### src/rtl/unidade_controle_jogo_param_if.sv
// Player/memory-side signal bundle of the game control unit.
// "slave" is the controller's view; "master" is the environment's view.
interface unidade_controle_jogo_param_if #(
  parameter int ADDR_W = 4,
  parameter int DATA_W = 4
);
  logic              iniciar;
  logic              modo;
  logic              jogada;
  logic [DATA_W-1:0] jogada_dado;
  logic [DATA_W-1:0] dado_mem;
  logic [ADDR_W-1:0] endereco;
  logic [ADDR_W-1:0] rodada;
  logic [DATA_W-1:0] leds;
  logic              mostrando;
  logic              acertou;
  logic              errou;
  logic              timeout;
  logic              pronto;
  logic [3:0]        db_estado;

  modport slave (
    input  iniciar, modo, jogada, jogada_dado, dado_mem,
    output endereco, rodada, leds, mostrando, acertou, errou, timeout, pronto, db_estado
  );

  modport master (
    output iniciar, modo, jogada, jogada_dado, dado_mem,
    input  endereco, rodada, leds, mostrando, acertou, errou, timeout, pronto, db_estado
  );
endinterface

### src/rtl/unidade_controle_jogo_param.sv
// Moore FSM controlling a memory game: optional replay of the sequence, then
// one timed play per item, ending in win, error or timeout.
module unidade_controle_jogo_param #(
  parameter int N_ROUNDS    = 16,
  parameter int ADDR_W      = 4,
  parameter int DATA_W      = 4,
  parameter int TIMEOUT_CYC = 5000,
  parameter int SHOW_CYC    = 1000
) (
  input  logic clock,
  input  logic reset,
  unidade_controle_jogo_param_if.slave bus
);

  localparam int TIMER_W = (TIMEOUT_CYC > 1) ? $clog2(TIMEOUT_CYC) : 1;
  localparam int SHOW_W  = (SHOW_CYC > 1) ? $clog2(SHOW_CYC) : 1;

  localparam logic [ADDR_W-1:0]  LAST_ROUND = ADDR_W'(N_ROUNDS - 1);
  localparam logic [TIMER_W-1:0] TIMER_LAST = TIMER_W'(TIMEOUT_CYC - 1);
  localparam logic [SHOW_W-1:0]  SHOW_LAST  = SHOW_W'(SHOW_CYC - 1);

  typedef enum logic [3:0] {
    INICIAL       = 4'h0,
    PREPARA       = 4'h1,
    INICIA_RODADA = 4'h2,
    MOSTRA        = 4'h3,
    MOSTRA_PROX   = 4'h4,
    ESPERA        = 4'h5,
    REGISTRA      = 4'h6,
    COMPARA       = 4'h7,
    PROXIMO       = 4'h8,
    ULTIMA        = 4'h9,
    FIM_ACERTOU   = 4'hA,
    PROX_RODADA   = 4'hB,
    FIM_TIMEOUT   = 4'hC,
    FIM_MOSTRA    = 4'hD,
    FIM_ERROU     = 4'hE
  } estado_t;

  estado_t             estado;
  estado_t             proxEstado;
  logic [ADDR_W-1:0]   endereco;
  logic [ADDR_W-1:0]   rodada;
  logic [TIMER_W-1:0]  timer;
  logic [SHOW_W-1:0]   showCnt;
  logic [DATA_W-1:0]   jogadaReg;
  logic                modoReg;

  logic clrEndereco;
  logic incEndereco;
  logic clrRodada;
  logic incRodada;

  always_comb begin
    proxEstado = estado;
    case (estado)
      INICIAL:       if (bus.iniciar) proxEstado = PREPARA;
      PREPARA:       proxEstado = INICIA_RODADA;
      INICIA_RODADA: proxEstado = modoReg ? MOSTRA : ESPERA;
      MOSTRA:        if (showCnt == SHOW_LAST) proxEstado = MOSTRA_PROX;
      MOSTRA_PROX:   proxEstado = (endereco == rodada) ? FIM_MOSTRA : MOSTRA;
      FIM_MOSTRA:    proxEstado = ESPERA;
      ESPERA: begin
        if (bus.jogada)               proxEstado = REGISTRA;
        else if (timer == TIMER_LAST) proxEstado = FIM_TIMEOUT;
      end
      REGISTRA:      proxEstado = COMPARA;
      COMPARA: begin
        if (jogadaReg != bus.dado_mem) proxEstado = FIM_ERROU;
        else if (endereco == rodada)   proxEstado = ULTIMA;
        else                           proxEstado = PROXIMO;
      end
      PROXIMO:       proxEstado = ESPERA;
      ULTIMA:        proxEstado = (rodada == LAST_ROUND) ? FIM_ACERTOU : PROX_RODADA;
      PROX_RODADA:   proxEstado = INICIA_RODADA;
      FIM_ACERTOU, FIM_ERROU, FIM_TIMEOUT:
                     if (bus.iniciar) proxEstado = PREPARA;
      default:       proxEstado = INICIAL;
    endcase
  end

  // Clears act on entry as well, so the counters already read 0 while in the clearing state.
  always_comb begin
    clrEndereco = (estado == INICIAL) || (estado == PREPARA) || (estado == INICIA_RODADA) ||
                  (estado == FIM_MOSTRA) ||
                  (proxEstado == INICIAL) || (proxEstado == PREPARA) ||
                  (proxEstado == INICIA_RODADA) || (proxEstado == FIM_MOSTRA);
    incEndereco = ((estado == MOSTRA_PROX) && (endereco != rodada)) || (estado == PROXIMO);
    clrRodada   = (estado == INICIAL) || (estado == PREPARA) ||
                  (proxEstado == INICIAL) || (proxEstado == PREPARA);
    incRodada   = (estado == PROX_RODADA);
  end

  always_ff @(posedge clock or posedge reset) begin
    if (reset) begin
      estado    <= INICIAL;
      endereco  <= '0;
      rodada    <= '0;
      timer     <= '0;
      showCnt   <= '0;
      jogadaReg <= '0;
      modoReg   <= 1'b0;
    end else begin
      estado <= proxEstado;

      if (clrEndereco)      endereco <= '0;
      else if (incEndereco) endereco <= endereco + ADDR_W'(1);

      if (clrRodada)        rodada <= '0;
      else if (incRodada)   rodada <= rodada + ADDR_W'(1);

      // Counters only advance while staying in their state, so they never wrap.
      if ((proxEstado == ESPERA) && (estado != ESPERA))      timer <= '0;
      else if ((estado == ESPERA) && (proxEstado == ESPERA)) timer <= timer + TIMER_W'(1);

      if ((proxEstado == MOSTRA) && (estado != MOSTRA))      showCnt <= '0;
      else if ((estado == MOSTRA) && (proxEstado == MOSTRA)) showCnt <= showCnt + SHOW_W'(1);

      if (estado == REGISTRA) jogadaReg <= bus.jogada_dado;
      if (estado == PREPARA)  modoReg   <= bus.modo;
    end
  end

  assign bus.endereco  = endereco;
  assign bus.rodada    = rodada;
  // Code F is the only unused encoding, so the raw state already reads F when corrupted.
  assign bus.db_estado = estado;
  assign bus.leds      = (estado == MOSTRA) ? bus.dado_mem : '0;
  assign bus.mostrando = (estado == MOSTRA) || (estado == MOSTRA_PROX);
  assign bus.acertou   = (estado == FIM_ACERTOU);
  assign bus.errou     = (estado == FIM_ERROU);
  assign bus.timeout   = (estado == FIM_TIMEOUT);
  assign bus.pronto    = (estado == FIM_ACERTOU) || (estado == FIM_ERROU) ||
                         (estado == FIM_TIMEOUT);

endmodule

### src/flat_wrapper.sv
// flat-port wrapper written by rule: the top's interface ports become plain ports
module unidade_controle_jogo_param_flat 
#(
  parameter int N_ROUNDS    = 16,
  parameter int ADDR_W      = 4,
  parameter int DATA_W      = 4,
  parameter int TIMEOUT_CYC = 5000,
  parameter int SHOW_CYC    = 1000
)
  (clock, reset, bus_iniciar, bus_modo, bus_jogada, bus_jogada_dado, bus_dado_mem, bus_endereco, bus_rodada, bus_leds, bus_mostrando, bus_acertou, bus_errou, bus_timeout, bus_pronto, bus_db_estado);
  unidade_controle_jogo_param_if #(.ADDR_W(ADDR_W), .DATA_W(DATA_W)) bus_i ();
  input  logic clock;
  input  logic reset;
  input wire logic [$bits(bus_i.iniciar)-1:0] bus_iniciar;
  input wire logic [$bits(bus_i.modo)-1:0] bus_modo;
  input wire logic [$bits(bus_i.jogada)-1:0] bus_jogada;
  input wire logic [$bits(bus_i.jogada_dado)-1:0] bus_jogada_dado;
  input wire logic [$bits(bus_i.dado_mem)-1:0] bus_dado_mem;
  output wire logic [$bits(bus_i.endereco)-1:0] bus_endereco;
  output wire logic [$bits(bus_i.rodada)-1:0] bus_rodada;
  output wire logic [$bits(bus_i.leds)-1:0] bus_leds;
  output wire logic [$bits(bus_i.mostrando)-1:0] bus_mostrando;
  output wire logic [$bits(bus_i.acertou)-1:0] bus_acertou;
  output wire logic [$bits(bus_i.errou)-1:0] bus_errou;
  output wire logic [$bits(bus_i.timeout)-1:0] bus_timeout;
  output wire logic [$bits(bus_i.pronto)-1:0] bus_pronto;
  output wire logic [$bits(bus_i.db_estado)-1:0] bus_db_estado;
  assign bus_i.iniciar = bus_iniciar;
  assign bus_i.modo = bus_modo;
  assign bus_i.jogada = bus_jogada;
  assign bus_i.jogada_dado = bus_jogada_dado;
  assign bus_i.dado_mem = bus_dado_mem;
  assign bus_endereco = bus_i.endereco;
  assign bus_rodada = bus_i.rodada;
  assign bus_leds = bus_i.leds;
  assign bus_mostrando = bus_i.mostrando;
  assign bus_acertou = bus_i.acertou;
  assign bus_errou = bus_i.errou;
  assign bus_timeout = bus_i.timeout;
  assign bus_pronto = bus_i.pronto;
  assign bus_db_estado = bus_i.db_estado;
  unidade_controle_jogo_param #(.N_ROUNDS(N_ROUNDS), .ADDR_W(ADDR_W), .DATA_W(DATA_W), .TIMEOUT_CYC(TIMEOUT_CYC), .SHOW_CYC(SHOW_CYC)) u_core (.clock(clock), .reset(reset), .bus(bus_i));
endmodule
### config.mk
export PLATFORM = sky130hd
export DESIGN_NAME = unidade_controle_jogo_param_flat
export DESIGN_NICKNAME = d
export VERILOG_FILES = /design/src/rtl/unidade_controle_jogo_param_if.sv /design/src/rtl/unidade_controle_jogo_param.sv /design/src/flat_wrapper.sv
export SDC_FILE = /design/constraint.sdc
export NUM_CORES = 1
export LEC_CHECK = 0
export CORE_MARGIN = 2
export CORE_UTILIZATION = 55
export CTS_BUF_LIST = sky130_fd_sc_hd__clkbuf_8
export CTS_CLUSTER_DIAMETER = 50
export CTS_CLUSTER_SIZE = 20
export DETAILED_ROUTE_END_ITERATION = 7
export GPL_TIMING_DRIVEN = 0
export PLACE_DENSITY = 0.89
export SYNTH_ARGS = -nofsm -noshare
export SYNTH_HDL_FRONTEND = slang
export SYNTH_SLANG_ARGS = --single-unit
### constraint.sdc
create_clock -name clock -period 2.9 [get_ports clock]
set_input_delay 0.435 -clock clock [delete_from_list [all_inputs] [get_ports clock]]
set_output_delay 0.435 -clock clock [all_outputs]
set_load 0.02 [all_outputs]
==> flow_summary.yaml, run 1 <==
floorplanning:
  die_h_um: 70.1
  core_area_mm2: 0.00429
  die-area_mm2: 0.00491
  die_w_um: 70.1
  rows: 24
  start_util: 0.559
  io_pins: 34
pwr:
  total_power_mw: 2.62
  p_int_mw: 1.40
  clockPowerShare: 0.133
  switching_power_mw: 1.22
  power_frac_seq: 0.324
  powerDensity_mw_per_mm2: 905
  p_comb_frac: 0.543
  switching_share: 0.465
  power.leakage_nw: 1.26
  vdd.ir_drop.worst_uv: 432
global_routing:
  grt_max_degree: 41
  grt_pass1_wl_mm: 9.55
  grt_pass1_vias: 2068
  grt_antenna_before_repair: 0
  grt_overflow: 0
  grt_util_all_layers: 0.242
outcome:
  outcome: "completed"
layout:
  final_nets: 327
  final_cells: 362
  insertedDiodeCount: 0
  fillers: 366
  final_util: 0.674
  drive_gt1_frac: 0.0903
  areaGrowthSynthToFinish_pct: 20.4
  final_cell_mix: "dfrtp_1 (40), nor2_1 (35), clkdlybuf4s50_1 (29), nand2_1 (24), o21ai_0 (16)"
  final_common_cell: "dfrtp_1"
  design_area_mm2: 0.00289
drt:
  vias: 2212
  routed_wl_mm: 5.82
  ant_nets: 0
  drtPass1Iterations: 4
  vias_per_cell: 6.11
  first_iter_violations: 241
  drc_errors: 0
  wl_per_cell_um: 16.1
synth:
  syn_nets: 285
  synth.avg_cell_area_um2: 8.96
  yosysSeqAreaShare: 0.417
  yosys_most_used_dff: "dfrtp_1"
  syn_area_mm2: 0.00240
  synth_edf_count: 0
  ys_seq_elements: 40
  synthDistinctLibCells: 46
  async_flop_share: 1.00
  yosys_warnings: 0
  synth_cells: 268
timing:
  fin_crit_ns: 2.76
  fin_ws_ns: 0.145
  hold_ws_ns: 0.487
  rsz0062_at_grt: "false"
  report.final.slew_viol_count: 0
  fmax_ghz: 0.363
  tightest_slew_ns: 0.800
  hold_viol: 0
  skew_ns: 0.00675
  fin_crit_sh: 0.950
  finalSetupViolations: 0
  fin_tns_setup_ns: 0
  maxSlewHeadroom: 0.466
clocking:
  clk_path_buf_depth: 2
  numCtsBuffers: 5
  clk_latency_ns: 0.29
  hold_buffers: 0
  ctsHtreeMaxLevel: 2
  clkTransAtPathRegs_ns: 0.08
  cts_tree: "yes"
  root_buffer: "clkbuf_8"
  clock_sinks: 40
setup_path:
  crit_chain: "or4bb_1 -> o31ai_1 -> nand4_2 -> nand4_1 -> xor2_1 -> nor2_1"
  rr_startpoint: "u_core.showCnt[3]"
  cpMaxStageDelayCell: "o31ai_1"
  critical_path_class: "reg -> reg"
  worstSetupStartpointType: "flop"
  cp_data_required_time_ns: 3.07
  r2r_cells: 6
  cp-endpoint: "u_core.timer[4]"
  max_stage_delay_ns: 0.67
  crit_start: "u_core.showCnt[3]"
  crit_path_max_fanout: 9
  critical_path_arrival_ns: 2.92
  r2r_slack_ns: 0.14
  endpoint_kind: "flop"
  worstReg2RegEnd: "u_core.timer[4]"
place:
  gp_congestion: 0.935
  placedCellCount: 353
  dpl_cell_area_mm2: 0.00280
  port_buffers: 33
  place_hpwl_mm: 4.25
  post-place-ws_ns: -0.0751
job:
  max-cap-violations: 0
hold_path:
  holdCritPathClass: "reg -> reg"
## synth_stat cells, drive strengths merged (4+ instances only)
cell / instances / area, um2
xnor2: 11 / 96.3
dfrtp: 40 / 1000
o21ai: 16 / 80.1
ha: 4 / 50.1
and2: 6 / 37.5
clkbuf: 4 / 15.0
nand2b: 4 / 25.0
inv: 8 / 30.0
xor2: 11 / 96.3
nor3: 7 / 35.0
nand2: 25 / 101
a21oi: 13 / 65.1
o21a: 4 / 30.0
nor2: 36 / 135
mux2: 5 / 56.3
a22oi: 4 / 30.0
buf: 4 / 26.3
o31ai: 7 / 52.6
o22ai: 4 / 25.0
nand3: 9 / 45.0
and3: 6 / 37.5
nand4: 10 / 75.1
## routing by layer
| metal | up-vias | global-route usage | routed length [um] |
|---|---|---|---|
| met3 | 12 | 0.0375 | 312 |
| met1 | 1080 | 0.335 | 2630 |
| met4 | 0 | 0.0726 | 97 |
| met5 | - | 0 | 0 |
| met2 | 81 | 0.394 | 2780 |
| li1 | 1039 | - | - |
## registers in the layout, indices dropped and copies added, names as in the netlist
name and cells:
u_core.bus.endereco 4, u_core.bus.rodada 4, u_core.timer 13, u_core.showCnt 10
u_core.bus.db_estado 4, u_core.jogadaReg 4, u_core.modoReg 1
## kinds of logic (layout without fill, tap and decap cells)
| group | Yosys count | after routing | share of synthesized area |
|---|---|---|---|
| AO/OA/AOI/OAI | 57 | 57 | 0.147 |
| AND/OR/NAND/NOR | 122 | 122 | 0.273 |
| adder cells (fa/ha/maj) | 4 | 4 | 0.0208 |
| buffers and inverters | 16 | 58 | 0.0297 |
| XOR/XNOR | 22 | 22 | 0.0802 |
| flip-flops | 40 | 40 | 0.417 |
| multiplexers | 7 | 7 | 0.0318 |
## critical path: cells and delay by family (launching register included)
family | cells | cell delay, ns
simple gates | 4 | 1.36
xor+xnor | 1 | 0.17
compound gates | 1 | 0.67
flops | 1 | 0.43
## area by class of cell
| class | instances | area (um2) | area share |
|---|---|---|---|
| sequential | 40 | 1000 | 0.346 |
| multi-input combinational | 212 | 1330 | 0.461 |
| tap | 52 | 65.1 | 0.0225 |
| inverter | 8 | 30.0 | 0.0104 |
| clock buffer | 5 | 68.8 | 0.0238 |
| buffer | 8 | 46.3 | 0.0160 |
| clock inverter | 2 | 8.76 | 0.00303 |
| timing repair buffer | 35 | 340 | 0.118 |
## power by group through the flow
stage                     Sequential, mW  Clock [mW]  Combinational [mW]
final                              0.848       0.348                1.42
after global routing               0.869       0.372                1.54
after detailed placement           0.855           0                1.36
after global placement             0.842           0                1.33
after CTS                          0.845       0.347                1.37
after floorplan                    0.855           0               0.934
## worst min-delay path by stage
stage	to	startpoint	depth (start not counted)	slack [ns]
floorplan	u_core.showCnt[9]	u_core.showCnt[9]	1	0.44
global placement	u_core.showCnt[9]	u_core.showCnt[9]	1	0.46
detailed placement	u_core.showCnt[9]	u_core.showCnt[9]	1	0.48
CTS	u_core.showCnt[9]	u_core.showCnt[9]	1	0.49
global route	u_core.showCnt[9]	u_core.showCnt[9]	1	0.53
finish	u_core.showCnt[9]	u_core.showCnt[9]	1	0.49
## what timing repair did
action	in CTS	in global routing
setup endpoints to repair	4	4
buffers inserted	0	2
gates cloned	0	0
resized for setup	8	0
Note: power is estimated with default switching activity, not from simulation.
==> inputs of run 2 (changes only) <==
SLEW_MARGIN = 20   (was not set)
==> flow_summary.yaml, run 2 (synthesis gave the netlist of run 1 again) <==
drt:
  drc_errors: 0
  wl_met2_mm: 2.85
  ant_nets: 0
  wl_per_cell_um: 16.1
  vias: 2199
  vias_per_cell: 6.04
  routed-wl-met3_um: 339
  drtPass1Iterations: 4
  routed_wl_mm: 5.86
  first_iter_violations: 280
  wl_met1_mm: 2.57
  highest_layer: "met4"
setup_path:
  cp.depth: 6
  rr_startpoint: "u_core.showCnt[3]"
  crit_path_max_fanout: 10
  crit_chain: "clkbuf_2 -> or2_2 -> nor2_2 -> clkbuf_4 -> and2_1 -> dlygate4sd2_1"
  worstReg2RegEnd: "u_core.timer[2]"
  critPathTopFamily: "buffers and inverters"
  crit_start: "u_core.bus.db_estado[3]"
  max_stage_delay_ns: 0.47
  critical_path_arrival_ns: 2.32
  r2r_slack_ns: 0.14
  critPathBufInv: 3
  cp_data_required_time_ns: 2.47
  endpoint_kind: "output pin"
  critical_path_class: "reg -> out"
  worstSetupStartpointType: "flop"
  r2r_cells: 6
  cpMaxStageDelayCell: "dfrtp_1"
clocking:
  hold_buffers: 0
  numCtsBuffers: 5
  clock_sinks: 40
  clkTransAtPathRegs_ns: 0.08
  root_buffer: "clkbuf_8"
  clk_latency_ns: 0.30
  clk_path_buf_depth: 2
  cts_tree: "yes"
  ctsHtreeMaxLevel: 2
timing:
  finalSetupViolations: 0
  fin_crit_ns: 2.76
  rsz0062_at_grt: "false"
  fin_tns_setup_ns: 0
  hold_viol: 0
  hold_ws_ns: 0.481
  fmax_ghz: 0.363
  report.final.slew_viol_count: 0
  tightest_slew_ns: 0.790
  skew_ns: 0.00594
  maxSlewHeadroom: 0.469
  fin_crit_sh: 0.950
global_routing:
  grt_max_degree: 22
  grt_pass1_wl_mm: 9.55
  grt_overflow: 0
  grt_util_all_layers: 0.244
  grt_pass1_vias: 2040
  grt_antenna_before_repair: 0
floorplanning:
  die-area_mm2: 0.00491
  start_util: 0.559
  io_pins: 34
  die_w_um: 70.1
  die_h_um: 70.1
  rows: 24
  core_area_mm2: 0.00429
pwr:
  powerDensity_mw_per_mm2: 905
  switching_share: 0.460
  total_power_mw: 2.65
  switching_power_mw: 1.22
  p_comb_frac: 0.537
  power_frac_seq: 0.320
  p_int_mw: 1.43
  vdd.ir_drop.worst_uv: 484
  clockPowerShare: 0.143
  power.leakage_nw: 1.28
layout:
  fillers: 348
  insertedDiodeCount: 0
  final_nets: 328
  areaGrowthSynthToFinish_pct: 22.1
  top_regs: "u_core.timer x13, u_core.showCnt x10"
  regMostFlops: "u_core.timer"
  final_common_cell: "dfrtp_1"
  final_cell_mix: "dfrtp_1 (40), nor2_1 (35), clkdlybuf4s50_1 (29), nand2_1 (24), o21ai_0 (16)"
  largest_reg_flops: 13
  drive_gt1_frac: 0.0929
place:
  place_hpwl_mm: 4.33
  gp_congestion: 0.935
  port_buffers: 33
hold_path:
  holdCritPathClass: "in -> async"
outcome:
  outcome: "completed"
job:
  max-cap-violations: 0
[run 2: cell types whose count changed in the layout (fill, tap and decap cells not counted), sizes merged]
cell    change
inv         +1
clkbuf      +1
buf         +1
clkinv      -1
[run 2: repair_timing]
item / 4_1_cts / 5_1_grt
pin swaps: 0 / 0
setup buffers: 0 / 2
gates resized for setup: 8 / 0
setup endpoints to repair: 4 / 4
[run 2: layout make-up]
class                   count  area [um2]  share of cell area
plain buffers               8        46.3              0.0158
flip-flops and latches     40        1000               0.341
inverters                   8        30.0              0.0102
multi-input cells         212        1330               0.454
repair buffers             36         368               0.125
well taps                  52        65.1              0.0222
clock buffers               6        82.6              0.0282
clock inverters             2        7.51             0.00256
[run 2: stage by stage]
stage	instances	area [um2]	setup slack [ns]	util
after floorplan	268	2400	0.342	-
after global placement	353	2800	-0.0330	0.652
after detailed placement	354	2830	-0.0911	0.658
after CTS	362	2920	0.116	0.679
after global routing	364	2930	0.00653	0.683
final	364	2930	0.144	0.683
[run 2: worst max-delay path by stage]
stage	end
final	bus_leds[3]
after global routing	u_core.timer[6]
after CTS	u_core.timer[11]
after detailed placement	bus_leds[3]
after global placement	bus_leds[3]
after floorplan	u_core.timer[8]
[run 2: metal layers]
layer  up-vias  track usage
met2        74        0.388
met5         -            0
li1       1049            -
met3        14       0.0375
met1      1062        0.337
met4         0       0.0940
[run 2: power groups by stage]
stage	Clock (mW)	Combinational [mW]	Sequential, mW
floorplan	0	0.934	0.855
global placement	0	1.33	0.842
global route	0.407	1.54	0.871
finish	0.379	1.42	0.850
CTS	0.380	1.37	0.848
detailed placement	0	1.36	0.858
